==> config.mk <==
export PLATFORM = sky130hd
export DESIGN_NAME = sseg_scan_decoder
export DESIGN_NICKNAME = d
export VERILOG_FILES = /design/src/rtl/sseg_pkg.sv /design/src/rtl/sseg2hex.sv /design/src/rtl/sseg_scan_decoder.sv
export SDC_FILE = /design/constraint.sdc
export NUM_CORES = 1
export LEC_CHECK = 0
export ABC_AREA = 1
export CELL_PAD_IN_SITES_DETAIL_PLACEMENT = 0
export CELL_PAD_IN_SITES_GLOBAL_PLACEMENT = 1
export CORE_MARGIN = 5
export CORE_UTILIZATION = 38
export CTS_CLUSTER_DIAMETER = 100
export DETAILED_ROUTE_END_ITERATION = 8
export PLACE_DENSITY_LB_ADDON = 0.1
export SYNTH_ARGS = -nofsm -noshare
export SYNTH_HDL_FRONTEND = slang
export SYNTH_HIERARCHICAL = 1
export SYNTH_SLANG_ARGS = --single-unit
==> constraint.sdc <==
create_clock -name clk -period 1.4 [get_ports clk]
set_input_delay 0.21 -clock clk [delete_from_list [all_inputs] [get_ports clk]]
set_output_delay 0.21 -clock clk [all_outputs]
set_load 0.02 [all_outputs]
==> src/rtl/sseg_pkg.sv <==
// Shared seven-segment definitions. Glyphs are active-low with bit order {g,f,e,d,c,b,a}.
package sseg_pkg;

  typedef logic [6:0] sseg_t;

  localparam sseg_t SSEG_BLANK = 7'h7F;

  localparam sseg_t SSEG_CODE [16] = '{
    7'h40, 7'h79, 7'h24, 7'h30, 7'h19, 7'h12, 7'h02, 7'h78,
    7'h00, 7'h10, 7'h08, 7'h03, 7'h27, 7'h21, 7'h06, 7'h0E
  };

endpackage

==> src/rtl/sseg2hex.sv <==
// Combinational reverse lookup: an active-low glyph is turned back into its hex nibble.
// Any pattern that is not one of the 16 glyphs, blank included, gives nibble 0 and err=1.
module sseg2hex
  import sseg_pkg::*;
(
  input  sseg_t      seg,
  output logic [3:0] nibble,
  output logic       err
);

  always_comb begin
    nibble = 4'h0;
    err    = 1'b1;
    for (int i = 0; i < 16; i++) begin
      if (seg == SSEG_CODE[i]) begin
        nibble = 4'(i);
        err    = 1'b0;
      end
    end
  end

endmodule

==> src/rtl/sseg_scan_decoder.sv <==
// Reads a multiplexed active-low 7-segment bus back into a hex word. Inputs are synchronised, then
// captured once per stable period, and a frame is flagged when every digit has been seen.
module sseg_scan_decoder
  import sseg_pkg::*;
#(
  parameter int DIGITS        = 4,
  parameter int STABLE_CYCLES = 8
) (
  input  logic                  clk,
  input  logic                  rst_n,
  input  logic [DIGITS-1:0]     an,
  input  sseg_t                 sseg,
  output logic [4*DIGITS-1:0]   value,
  output logic [DIGITS-1:0]     digit_err,
  output logic                  frame_valid,
  output logic [DIGITS-1:0]     seen
);

  localparam int CW = $clog2(STABLE_CYCLES + 1);
  localparam int PW = DIGITS + 7;
  localparam logic [PW-1:0] IDLE = {{DIGITS{1'b1}}, SSEG_BLANK};

  logic [PW-1:0]     sync1, sync2, prev;
  logic [CW-1:0]     cnt;
  logic [DIGITS-1:0] an_s, an_n, seen_next;
  sseg_t             sseg_s;
  logic              same, one_hot, capture;
  logic [3:0]        nib;
  logic              nib_err;

  assign an_s    = sync2[PW-1:7];
  assign sseg_s  = sync2[6:0];
  assign an_n    = ~an_s;
  assign same    = (sync2 == prev);
  assign one_hot = (an_n != '0) && ((an_n & (an_n - 1'b1)) == '0);
  // The 7->8 step happens only once per stable period, which is what makes capture single-shot.
  assign capture = same && (cnt == CW'(STABLE_CYCLES - 1)) && one_hot;
  assign seen_next = seen | an_n;

  sseg2hex u_sseg2hex (
    .seg    (sseg_s),
    .nibble (nib),
    .err    (nib_err)
  );

  always_ff @(posedge clk or negedge rst_n) begin
    if (!rst_n) begin
      sync1 <= IDLE;
      sync2 <= IDLE;
      prev  <= IDLE;
      cnt   <= '0;
    end else begin
      sync1 <= {an, sseg};
      sync2 <= sync1;
      prev  <= sync2;
      if (!same)
        cnt <= CW'(1);
      else if (cnt != CW'(STABLE_CYCLES))
        cnt <= cnt + 1'b1;
    end
  end

  always_ff @(posedge clk or negedge rst_n) begin
    if (!rst_n) begin
      value       <= '0;
      digit_err   <= '0;
      seen        <= '0;
      frame_valid <= 1'b0;
    end else begin
      frame_valid <= 1'b0;
      if (capture) begin
        for (int i = 0; i < DIGITS; i++) begin
          if (an_n[i]) begin
            value[4*i +: 4] <= nib;
            digit_err[i]    <= nib_err;
          end
        end
        if (&seen_next) begin
          seen        <= '0;
          frame_valid <= 1'b1;
        end else begin
          seen <= seen_next;
        end
      end
    end
  end

endmodule

==> impl_metrics.toml <==
[sta]
setup_violations = 29
rsz0062_at_grt = "true"
period_needed_ns = 1.72
drv_slew = 0
finalCritPeriodShare_pct = 123
tightestPinTransition_ns = 0.517
clock_skew_ns = 0.00994
max_freq_mhz = 583
setup_ws_ns = -0.315
holdWs_ns = 0.274
hold_viol = 0
maxSlewHeadroom_pct = 65.2
finalSetupTns_ns = -7.74

[route]
drc = 0
dr.first_iter.drc_count = 133
viasPerCell = 4.54
drt-pass1-iter-count = 4
wl_per_cell_um = 12.6
drt-total-wl_mm = 6.67
antenna_left = 0
vias = 2413

[grt]
grt-ovfl-total = 0
grt_max_degree = 63
track_usage_pct = 14.7
grt_first_pass_wirelength_mm = 11.4
grt_antenna_before_repair = 0
grt_pass1_vias = 2366

[floorplan]
core_area_sq_um = 7690
dieArea_sq_um = 9700
die_w_um = 98.5
die_h_um = 98.5
fp-row-count = 32
start_util_pct = 38.7
top_level_ports = 38

[power_and_ir_drop]
power.density_nw_per_um2 = 939
peakVddDrop_mv = 0.665
p_leak_nw = 2.23

[worst_setup_path]
critPathKind = "reg2reg"
reg2reg_from = "sync2[5]"
critPathRequiredTime_ns = 1.62
cp_max_fo = 6
worstPathArrival_ns = 1.94
cp-start-kind = "register"
rrSetupSlack_ns = -0.32
ff2ff_path_depth = 11
end_kind = "register"
rr_endpoint = "value[8]"

[job]
cap_violations = 0

[clock_tree]
cts_tree = "built"
clk_latency_ns = 0.34
clk_pin_slew_worst_paths_ns = 0.07
numCtsBuffers = 9
h-tree-depth = 3
cts_buffer_depth = 2
cts_sinks = 62
cts-root-buf = "clkbuf_8"

[synth]
yosysSeqAreaShare_pct = 53.5
netlist.area_leader.share_pct = 29.1
synthArstFlopShare_pct = 100
synth_cells = 328
syn_area_sq_um = 2980
yosys_register_bits = 62
ys_warn_count = 6
ys_types = 33
yosys_most_used_dff = "dfstp_2"
synth_nets = 343
synth_edf_count = 0
synth_top_cells_by_area = "dfstp_2, dfrtp_1, nand2_1, nand4_1, inv_1"
avgSynthCellArea_sq_um = 9.07
yosysTopAreaCell = "dfstp_2"

[layout]
layout_commonest_cell = "nand2_1"
design_area_sq_um = 4270
finalNetCount = 439
drive_gt1_share_pct = 40.6
antenna_cells = 0
synthToLayoutAreaGrowth_pct = 43.5
finish.utilization_pct = 55.6
layout_common_cells = "nand2_1, buf_4, dfstp_2"

[placed_design]
hpwl_mm = 4.48
place.gp.congestion = 0.837
portBuffers = 37
placed_cell_area_sq_um = 3690
place_ws_ns = -0.371

[worst_hold_path]
min_path_cells = 1
hp-class = "in2reg"
min_from = "sseg[0]"
min_to = "sync1[0]"

[run_status]
status = "complete, but fails checks"
violations = "setup timing"
## kinds of logic (layout without fill, tap and decap cells)
logic type | count (synthesis) | in the layout | share of synthesized area, %
AOI/OAI and AO/OA | 6 | 6 | 1.35
xor gates and xnor gates | 6 | 6 | 2.02
adders and majority gates | 2 | 2 | 0.841
buffers and inverters | 44 | 145 | 6.81
DFF | 62 | 62 | 53.5
and+or+nand+nor | 208 | 208 | 35.5
## area by class of cell
| class | count | area (sq um) |
|---|---|---|
| Clock buffer | 11 | 163 |
| Clock inverter | 5 | 53.8 |
| Fill cell | 696 | 3420 |
| Inverter | 40 | 153 |
| Multi-Input combinational cell | 222 | 1350 |
| Sequential cell | 62 | 1590 |
| Tap cell | 102 | 128 |
| Timing Repair Buffer | 89 | 828 |
## registers in the layout (all words and copies together), names as in the netlist
signal       count
sync2           11
digit_err        4
sync1           11
frame_valid      1
cnt              4
seen             4
prev            11
value           16
## synthesized netlist by cell type (all sizes together) (3+ instances only)
library cell  count
nand4            35
xnor2             4
nor3              3
nand2           113
buf               4
dfrtp            29
nor2             35
dfstp            33
inv              39
nand3            19
## where the power goes
| group | total [mW] | switching (mW) | internal, mW |
|---|---|---|---|
| clock | 1.69 | 0.717 | 0.973 |
| sequential | 1.93 | 0.0461 | 1.88 |
| combinational | 0.394 | 0.220 | 0.174 |
## timing repair
action / CTS / global route
endpoints found under the setup margin: 54 / 29
hold buffers: 1 / 0
endpoints found under the hold margin: 29 / 0
pin swaps: 23 / 24
gates cloned: 1 / 1
gates resized for setup: 53 / 22
buffers inserted: 14 / 5
## critical path: stages (launching register included)
cell     delay [ns]
dfstp_2        0.61
inv_2          0.06
nand2_1        0.06
nand2_1        0.05
nor2_1         0.13
nand2_2        0.08
nor2_4         0.13
buf_4          0.15
buf_4          0.11
nand4_4        0.09
nand2_1        0.08
nand2_1        0.05
## worst max-delay path by stage
stage                     slack [ns]      endpoint     start  cells after the start
after global routing           -0.44  digit_err[1]  sync2[4]                     10
after global placement         -0.36       seen[2]  sync2[1]                      9
final                          -0.32      value[8]  sync2[5]                     11
after floorplan                -0.08       seen[1]  sync2[2]                      9
after detailed placement       -0.37       seen[0]  sync2[1]                      9
after CTS                      -0.31       seen[0]  sync2[0]                      9
## through the flow
stage	total power, mW	instances
3_5_place_dp	2.27	493
2_1_floorplan	2.11	328
6_report	4.01	531
5_1_grt	4.21	531
4_1_cts	4.04	525
3_3_place_gp	2.27	493
## layer usage
layer | wire, um | track usage [%] | up-vias
met5 | 0 | 0 | -
met4 | 93 | 5.15 | 0
met3 | 349 | 4.53 | 8
met2 | 2960 | 21.7 | 51
met1 | 3270 | 20.6 | 1105
li1 | - | - | 1249
Note: power is estimated with default switching activity, not from simulation.
